`src/rtl/lc3_memaccess_fsm_pkg.sv`:
```
// Shared types for the LC-3 memory-access stage: word type, ex_op encoding and FSM states.
package lc3_memaccess_fsm_pkg;

  localparam int unsigned LC3_WORD_W = 16;

  typedef logic [LC3_WORD_W-1:0] lc3_word_t;

  typedef enum logic [1:0] {
    OP_LD  = 2'b00,
    OP_ST  = 2'b01,
    OP_LDI = 2'b10,
    OP_STI = 2'b11
  } ex_op_e;

  typedef enum logic [2:0] {
    IDLE,
    IND_RD,
    DATA_RD,
    DATA_WR,
    RESP
  } mem_state_e;

  function automatic logic op_is_store(input ex_op_e op);
    return (op == OP_ST) || (op == OP_STI);
  endfunction

endpackage

```
`src/rtl/lc3_memaccess_fsm_if.sv`:
```
// Execute-side, data-memory and writeback signals of the memory-access stage.
interface lc3_memaccess_fsm_if;
  import lc3_memaccess_fsm_pkg::*;

  logic      ex_valid;
  logic      ex_ready;
  ex_op_e    ex_op;
  lc3_word_t ex_addr;
  lc3_word_t ex_data;

  logic      dmem_req;
  logic      dmem_we;
  lc3_word_t dmem_addr;
  lc3_word_t dmem_wdata;
  logic      dmem_ack;
  lc3_word_t dmem_rdata;

  logic      wb_valid;
  logic      wb_ready;
  lc3_word_t wb_data;
  logic      wb_is_load;
  logic      wb_err;

  modport slave (
    input  ex_valid, ex_op, ex_addr, ex_data, dmem_ack, dmem_rdata, wb_ready,
    output ex_ready, dmem_req, dmem_we, dmem_addr, dmem_wdata,
           wb_valid, wb_data, wb_is_load, wb_err
  );

  modport master (
    output ex_valid, ex_op, ex_addr, ex_data, dmem_ack, dmem_rdata, wb_ready,
    input  ex_ready, dmem_req, dmem_we, dmem_addr, dmem_wdata,
           wb_valid, wb_data, wb_is_load, wb_err
  );

endinterface

```
`src/rtl/lc3_access_timer.sv`:
```
// Per-request wait counter; expire is high once TIMEOUT_CYC-1 unacknowledged cycles have elapsed.
module lc3_access_timer #(
  parameter int unsigned TIMEOUT_CYC = 16
) (
  input  logic clock,
  input  logic reset,
  input  logic clear,
  input  logic enable,
  output logic expire
);

  localparam int unsigned CW = (TIMEOUT_CYC > 1) ? $clog2(TIMEOUT_CYC) : 1;

  logic [CW-1:0] count;

  // Saturates at the expiry value so a stale count can never wrap back.
  always_ff @(posedge clock or negedge reset) begin
    if (!reset) begin
      count <= '0;
    end else if (clear) begin
      count <= '0;
    end else if (enable && !expire) begin
      count <= count + 1'b1;
    end
  end

  assign expire = (count == CW'(TIMEOUT_CYC - 1));

endmodule

```
`src/rtl/lc3_memaccess_fsm.sv`:
```
// LC-3 memory-access stage: LD/ST/LDI/STI sequencing against a request/ack data memory.
module lc3_memaccess_fsm
  import lc3_memaccess_fsm_pkg::*;
#(
  parameter int unsigned TIMEOUT_CYC = 16
) (
  input  logic               clock,
  input  logic               reset,
  lc3_memaccess_fsm_if.slave bus
);

  mem_state_e state;
  ex_op_e     op_q;
  lc3_word_t  data_q;

  logic in_req;
  logic timer_clear;
  logic timer_enable;
  logic timer_expire;

  assign in_req = (state == IND_RD) || (state == DATA_RD) || (state == DATA_WR);

  always_comb begin
    timer_clear = 1'b0;
    if ((state == IDLE) && bus.ex_valid) timer_clear = 1'b1;
    if ((state == IND_RD) && bus.dmem_ack) timer_clear = 1'b1;
  end

  assign timer_enable = in_req && !bus.dmem_ack;

  lc3_access_timer #(
    .TIMEOUT_CYC(TIMEOUT_CYC)
  ) u_timer (
    .clock  (clock),
    .reset  (reset),
    .clear  (timer_clear),
    .enable (timer_enable),
    .expire (timer_expire)
  );

  always_ff @(posedge clock or negedge reset) begin
    if (!reset) begin
      state          <= IDLE;
      op_q           <= OP_LD;
      data_q         <= '0;
      bus.ex_ready   <= 1'b1;
      bus.dmem_req   <= 1'b0;
      bus.dmem_we    <= 1'b0;
      bus.dmem_addr  <= '0;
      bus.dmem_wdata <= '0;
      bus.wb_valid   <= 1'b0;
      bus.wb_data    <= '0;
      bus.wb_is_load <= 1'b0;
      bus.wb_err     <= 1'b0;
    end else begin
      unique case (state)
        IDLE: begin
          if (bus.ex_valid) begin
            op_q          <= bus.ex_op;
            data_q        <= bus.ex_data;
            bus.ex_ready  <= 1'b0;
            bus.dmem_req  <= 1'b1;
            bus.dmem_addr <= bus.ex_addr;
            unique case (bus.ex_op)
              OP_LD: state <= DATA_RD;
              OP_ST: begin
                state          <= DATA_WR;
                bus.dmem_we    <= 1'b1;
                bus.dmem_wdata <= bus.ex_data;
              end
              default: state <= IND_RD;
            endcase
          end
        end

        IND_RD, DATA_RD, DATA_WR: begin
          if (bus.dmem_ack) begin
            if (state == IND_RD) begin
              // Pointer read done: the returned word becomes the data address.
              bus.dmem_addr <= bus.dmem_rdata;
              if (op_is_store(op_q)) begin
                state          <= DATA_WR;
                bus.dmem_we    <= 1'b1;
                bus.dmem_wdata <= data_q;
              end else begin
                state <= DATA_RD;
              end
            end else begin
              state          <= RESP;
              bus.dmem_req   <= 1'b0;
              bus.dmem_we    <= 1'b0;
              bus.dmem_addr  <= '0;
              bus.dmem_wdata <= '0;
              bus.wb_valid   <= 1'b1;
              bus.wb_err     <= 1'b0;
              bus.wb_is_load <= (state == DATA_RD);
              bus.wb_data    <= (state == DATA_RD) ? bus.dmem_rdata : '0;
            end
          end else if (timer_expire) begin
            state          <= RESP;
            bus.dmem_req   <= 1'b0;
            bus.dmem_we    <= 1'b0;
            bus.dmem_addr  <= '0;
            bus.dmem_wdata <= '0;
            bus.wb_valid   <= 1'b1;
            bus.wb_err     <= 1'b1;
            bus.wb_is_load <= 1'b0;
            bus.wb_data    <= '0;
          end
        end

        RESP: begin
          if (bus.wb_ready) begin
            state          <= IDLE;
            bus.ex_ready   <= 1'b1;
            bus.wb_valid   <= 1'b0;
            bus.wb_data    <= '0;
            bus.wb_is_load <= 1'b0;
            bus.wb_err     <= 1'b0;
          end
        end

        default: begin
          state        <= IDLE;
          bus.ex_ready <= 1'b1;
        end
      endcase
    end
  end

endmodule
```
`src/flat_wrapper.sv`:
```
// flat-port wrapper written by rule: the top's interface ports become plain ports
module lc3_memaccess_fsm_flat import lc3_memaccess_fsm_pkg::*;
#(
  parameter int unsigned TIMEOUT_CYC = 16
)
  (clock, reset, bus_ex_valid, bus_ex_op, bus_ex_addr, bus_ex_data, bus_dmem_ack, bus_dmem_rdata, bus_wb_ready, bus_ex_ready, bus_dmem_req, bus_dmem_we, bus_dmem_addr, bus_dmem_wdata, bus_wb_valid, bus_wb_data, bus_wb_is_load, bus_wb_err);
  lc3_memaccess_fsm_if bus_i ();
  input  logic clock;
  input  logic reset;
  input wire logic [$bits(bus_i.ex_valid)-1:0] bus_ex_valid;
  input wire logic [$bits(bus_i.ex_op)-1:0] bus_ex_op;
  input wire logic [$bits(bus_i.ex_addr)-1:0] bus_ex_addr;
  input wire logic [$bits(bus_i.ex_data)-1:0] bus_ex_data;
  input wire logic [$bits(bus_i.dmem_ack)-1:0] bus_dmem_ack;
  input wire logic [$bits(bus_i.dmem_rdata)-1:0] bus_dmem_rdata;
  input wire logic [$bits(bus_i.wb_ready)-1:0] bus_wb_ready;
  output wire logic [$bits(bus_i.ex_ready)-1:0] bus_ex_ready;
  output wire logic [$bits(bus_i.dmem_req)-1:0] bus_dmem_req;
  output wire logic [$bits(bus_i.dmem_we)-1:0] bus_dmem_we;
  output wire logic [$bits(bus_i.dmem_addr)-1:0] bus_dmem_addr;
  output wire logic [$bits(bus_i.dmem_wdata)-1:0] bus_dmem_wdata;
  output wire logic [$bits(bus_i.wb_valid)-1:0] bus_wb_valid;
  output wire logic [$bits(bus_i.wb_data)-1:0] bus_wb_data;
  output wire logic [$bits(bus_i.wb_is_load)-1:0] bus_wb_is_load;
  output wire logic [$bits(bus_i.wb_err)-1:0] bus_wb_err;
  assign bus_i.ex_valid = bus_ex_valid;
  assign bus_i.ex_op = bus_ex_op;
  assign bus_i.ex_addr = bus_ex_addr;
  assign bus_i.ex_data = bus_ex_data;
  assign bus_i.dmem_ack = bus_dmem_ack;
  assign bus_i.dmem_rdata = bus_dmem_rdata;
  assign bus_i.wb_ready = bus_wb_ready;
  assign bus_ex_ready = bus_i.ex_ready;
  assign bus_dmem_req = bus_i.dmem_req;
  assign bus_dmem_we = bus_i.dmem_we;
  assign bus_dmem_addr = bus_i.dmem_addr;
  assign bus_dmem_wdata = bus_i.dmem_wdata;
  assign bus_wb_valid = bus_i.wb_valid;
  assign bus_wb_data = bus_i.wb_data;
  assign bus_wb_is_load = bus_i.wb_is_load;
  assign bus_wb_err = bus_i.wb_err;
  lc3_memaccess_fsm #(.TIMEOUT_CYC(TIMEOUT_CYC)) u_core (.clock(clock), .reset(reset), .bus(bus_i));
endmodule
```
`config.mk`:
```
export PLATFORM = sky130hd
export DESIGN_NAME = lc3_memaccess_fsm_flat
export DESIGN_NICKNAME = d
export VERILOG_FILES = /design/src/rtl/lc3_memaccess_fsm_pkg.sv /design/src/rtl/lc3_memaccess_fsm_if.sv /design/src/rtl/lc3_access_timer.sv /design/src/rtl/lc3_memaccess_fsm.sv /design/src/flat_wrapper.sv
export SDC_FILE = /design/constraint.sdc
export NUM_CORES = 1
export LEC_CHECK = 0
export ABC_AREA = 0
export BUFFER_PORTS_ARGS = -buffer_cell sky130_fd_sc_hd__buf_2
export CORE_MARGIN = 2
export CORE_UTILIZATION = 48
export CTS_BUF_LIST = sky130_fd_sc_hd__clkbuf_2
export CTS_CLUSTER_DIAMETER = 40
export DETAILED_ROUTE_END_ITERATION = 6
export GPL_ROUTABILITY_DRIVEN = 0
export PLACE_DENSITY = 0.82
export SLEW_MARGIN = 0
export SYNTH_ARGS = -nofsm -noshare
export SYNTH_HDL_FRONTEND = slang
export SYNTH_HIERARCHICAL = 1
export SYNTH_SLANG_ARGS = --single-unit
```
`constraint.sdc`:
```
create_clock -name clock -period 1.9 [get_ports clock]
set_input_delay 0.095 -clock clock [delete_from_list [all_inputs] [get_ports clock]]
set_output_delay 0.095 -clock clock [all_outputs]
set_load 0.1 [all_outputs]
```
==> impl_metrics.yaml <==
outcome:
  status: "finished, violations left"
  violations: "negative setup slack"
cts:
  cts_root_buffer: "clkbuf_2"
  clk-insertion-delay-late_ps: 500
  cts_tree: "built"
  clk_pin_slew_ps: 180
  cts_buffers: 9
  clock-sinks: 78
  cts_buffer_depth: 2
  htreeDepth: 3
drt:
  vias: 3228
  drt-initial-drc-count: 185
  remaining_drc_errors: 0
  wirelength_um: 10200
  dr.pass1.iters: 4
  postRouteAntennaNets: 0
  vias_per_cell: 5.56
  wire_per_inst_um: 17.6
worst_setup_path:
  max_stage_delay_ps: 400
  r2r_cells: 8
  cp_top_family: "compound AO/OA/AOI/OAI gates"
  cpMostUsedCell: "buf_12"
  endpoint_kind: "flip-flop"
  cp.depth: 8
  worstPathMaxFanout: 9
  cp-start-kind: "flip-flop"
  critPathArrivalTime_ps: 2330
  path_class: "flip-flop to flip-flop"
  worstPathCellList: "ha_2, and3_4, nor2_4, buf_12, a211oi_4, o211a_4, buf_12, mux2_2"
  cp_data_required_time_ps: 2290
  cp_num_buf_inv: 2
  cp_slowest_cell: "dfrtp_1"
logic_synthesis:
  ys_types: 43
  synth_area_um2: 3450
  yosysSeqAreaShare: 0.566
  async_reset_ff_frac: 1.00
  synthesis.nets: 360
  yosys_warnings: 6
  syn_inst: 304
  avgSynthCellArea_um2: 11.4
  ys.flop_type: "dfrtp_1"
  synth-seq-cells: 78
  synth-edff-count: 0
timing:
  max-slew-margin-rel: 0.571
  setup_viol: 15
  rsz0062_at_grt: "true"
  fin_skew_ps: 32.2
  tightest_slew_ps: 643
  maxSlewViolCount: 0
  post-route-period-util: 1.02
  max_freq_mhz: 515
  worst_slack_ps: -43.1
  hold_viol: 0
  whs_ps: 64.9
  min_period_ps: 1940
die:
  ios: 109
  num_rows: 30
  die_w_um: 88.8
  die_y_um: 88.8
  initial_core_util: 0.502
  core_area_um2: 6870
  dieArea_um2: 7880
cells_and_area:
  final_core_util: 0.730
  multiInputGateArea_um2: 1480
  fillCellCount: 441
  fin_nets: 537
  n_antenna_cell: 0
  final_cells: 581
  area_growth_pct: 45.4
  postLayoutCellArea_um2: 5020
  seq_area_um2: 1950
  drive_gt1_frac: 0.396
global_route:
  grt_pass1_vias: 3383
  antenna_found_initial: 0
  grt_max_degree: 51
  grt_pass1_wl_um: 15900
  grt_usage: 0.264
  grt_overflow: 0
placed_design:
  hpwlAfterDp_um: 6050
  dpl-instance-area_um2: 4250
  numPlacedInstances: 507
  io_buffers: 108
worst_hold_path:
  hp-class: "primary input to flip-flop"
  hold_depth: 4
job:
  cap_violations: 0
-- cell usage in the layout (no fill, tap or decap), types with 4 or more instances in the layout --
cell / Yosys / layout
mux2_4: 1 / 10
nand2_1: 19 / 19
buf_4: 1 / 22
nand2b_1: 5 / 5
o21ai_0: 35 / 35
buf_2: 6 / 107
clkbuf_2: 0 / 10
mux2_2: 24 / 18
nor3_1: 5 / 4
mux2_1: 9 / 6
buf_12: 0 / 5
nor2_1: 26 / 25
a22oi_1: 16 / 16
dfrtp_1: 77 / 76
a22o_1: 16 / 16
dlygate4sd3_1: 0 / 53
a21oi_1: 21 / 21
-- synth_stat cells, drive strengths merged, types with 2 or more instances --
cell / instances / area share
a22oi: 16 / 0.035
inv: 2 / 0.0022
a21oi: 21 / 0.030
or2: 3 / 0.0062
o21ai: 35 / 0.051
nand2: 19 / 0.021
buf: 10 / 0.017
a21o: 2 / 0.0043
nand2b: 5 / 0.0091
mux2: 34 / 0.11
a211oi: 2 / 0.0080
clkbuf: 12 / 0.013
nor2b: 2 / 0.0058
dfrtp: 77 / 0.56
a22o: 16 / 0.041
nor3: 5 / 0.0073
nor2: 26 / 0.028
-- through the flow --
step	setup WS (ps)	TNS [ps]
2_1_floorplan	-66.4	-598
3_3_place_gp	-60.1	-985
3_5_place_dp	-164	-3330
4_1_cts	-71.3	-817
5_1_grt	-117	-1800
6_report	-43.1	-278
-- kinds of logic after synthesis --
| logic type | synth area share |
|---|---|
| compound gates | 0.190 |
| fa+ha+maj | 0.00363 |
| simple gates | 0.0925 |
| mux | 0.115 |
| flops | 0.566 |
| buf+inv | 0.0326 |
-- metal layers --
metal	GRT usage	share of wire	vias up
met4	0.103	0.018	0
met5	0	0	-
met2	0.459	0.49	186
met3	0.0765	0.092	22
li1	-	-	1451
met1	0.308	0.40	1569
-- worst reg2reg max path: stages (launching register included) --
cell	delay, ps
dfrtp_1	400
ha_2	180
and3_4	190
nor2_4	40
buf_12	120
a211oi_4	210
o211a_4	230
buf_12	140
mux2_2	330
-- cell type report --
class	instances	share of cell area
tap	96	0.0239
clock inverter	5	0.0102
timing repair buffer	188	0.270
inverter	2	0.00150
clock buffer	10	0.00998
multi-input combinational	202	0.295
sequential	78	0.390
-- registers in the layout (all words and copies together) (netlist names) --
register	count
u_core/bus.wb_valid	1
u_core/bus.dmem_req	1
u_core/bus.dmem_we	1
u_core/bus.wb_err	1
u_core/bus.wb_is_load	1
u_core/op_q	1
u_core/bus.dmem_addr	16
u_core/bus.ex_ready	1
u_core/bus.dmem_wdata	16
u_core/state	3
u_core/bus.wb_data	16
u_core/u_timer/count	4
u_core/data_q	16
-- repair_timing --
item                                   in CTS  in global routing
endpoints found under the hold margin     123                  0
hold buffers                               53                  0
setup endpoints to repair                  35                 44
gates resized for setup                     2                 12
cloned                                      0                  1
setup buffers                               1                  4
-- worst paths after layout --
| check | to | slack, ps | start |
|---|---|---|---|
| setup / recovery | u_core/bus.dmem_wdata[7]$_DFFE_PN0P_ | -40 | u_core/u_timer/count[0]$_DFFE_PN0P_ |
| hold / removal | u_core/state[1]$_DFFE_PN0P_ | 60 | bus_ex_op[1] |
| setup reg to reg | u_core/bus.dmem_wdata[7]$_DFFE_PN0P_ | -40 | u_core/u_timer/count[0]$_DFFE_PN0P_ |
| hold reg to reg | u_core/bus.dmem_wdata[3]$_DFFE_PN0P_ | 510 | u_core/bus.dmem_wdata[3]$_DFFE_PN0P_ |
| max in group asynchronous | u_core/bus.dmem_addr[13]$_DFFE_PN0P_ | 1140 | reset |
| min in group asynchronous | u_core/u_timer/count[3]$_DFFE_PN0P_ | 160 | reset |
Power is left out: the tool's default activity adds up to more than one toggle a clock period on the data nets, which glitch-free logic cannot reach.
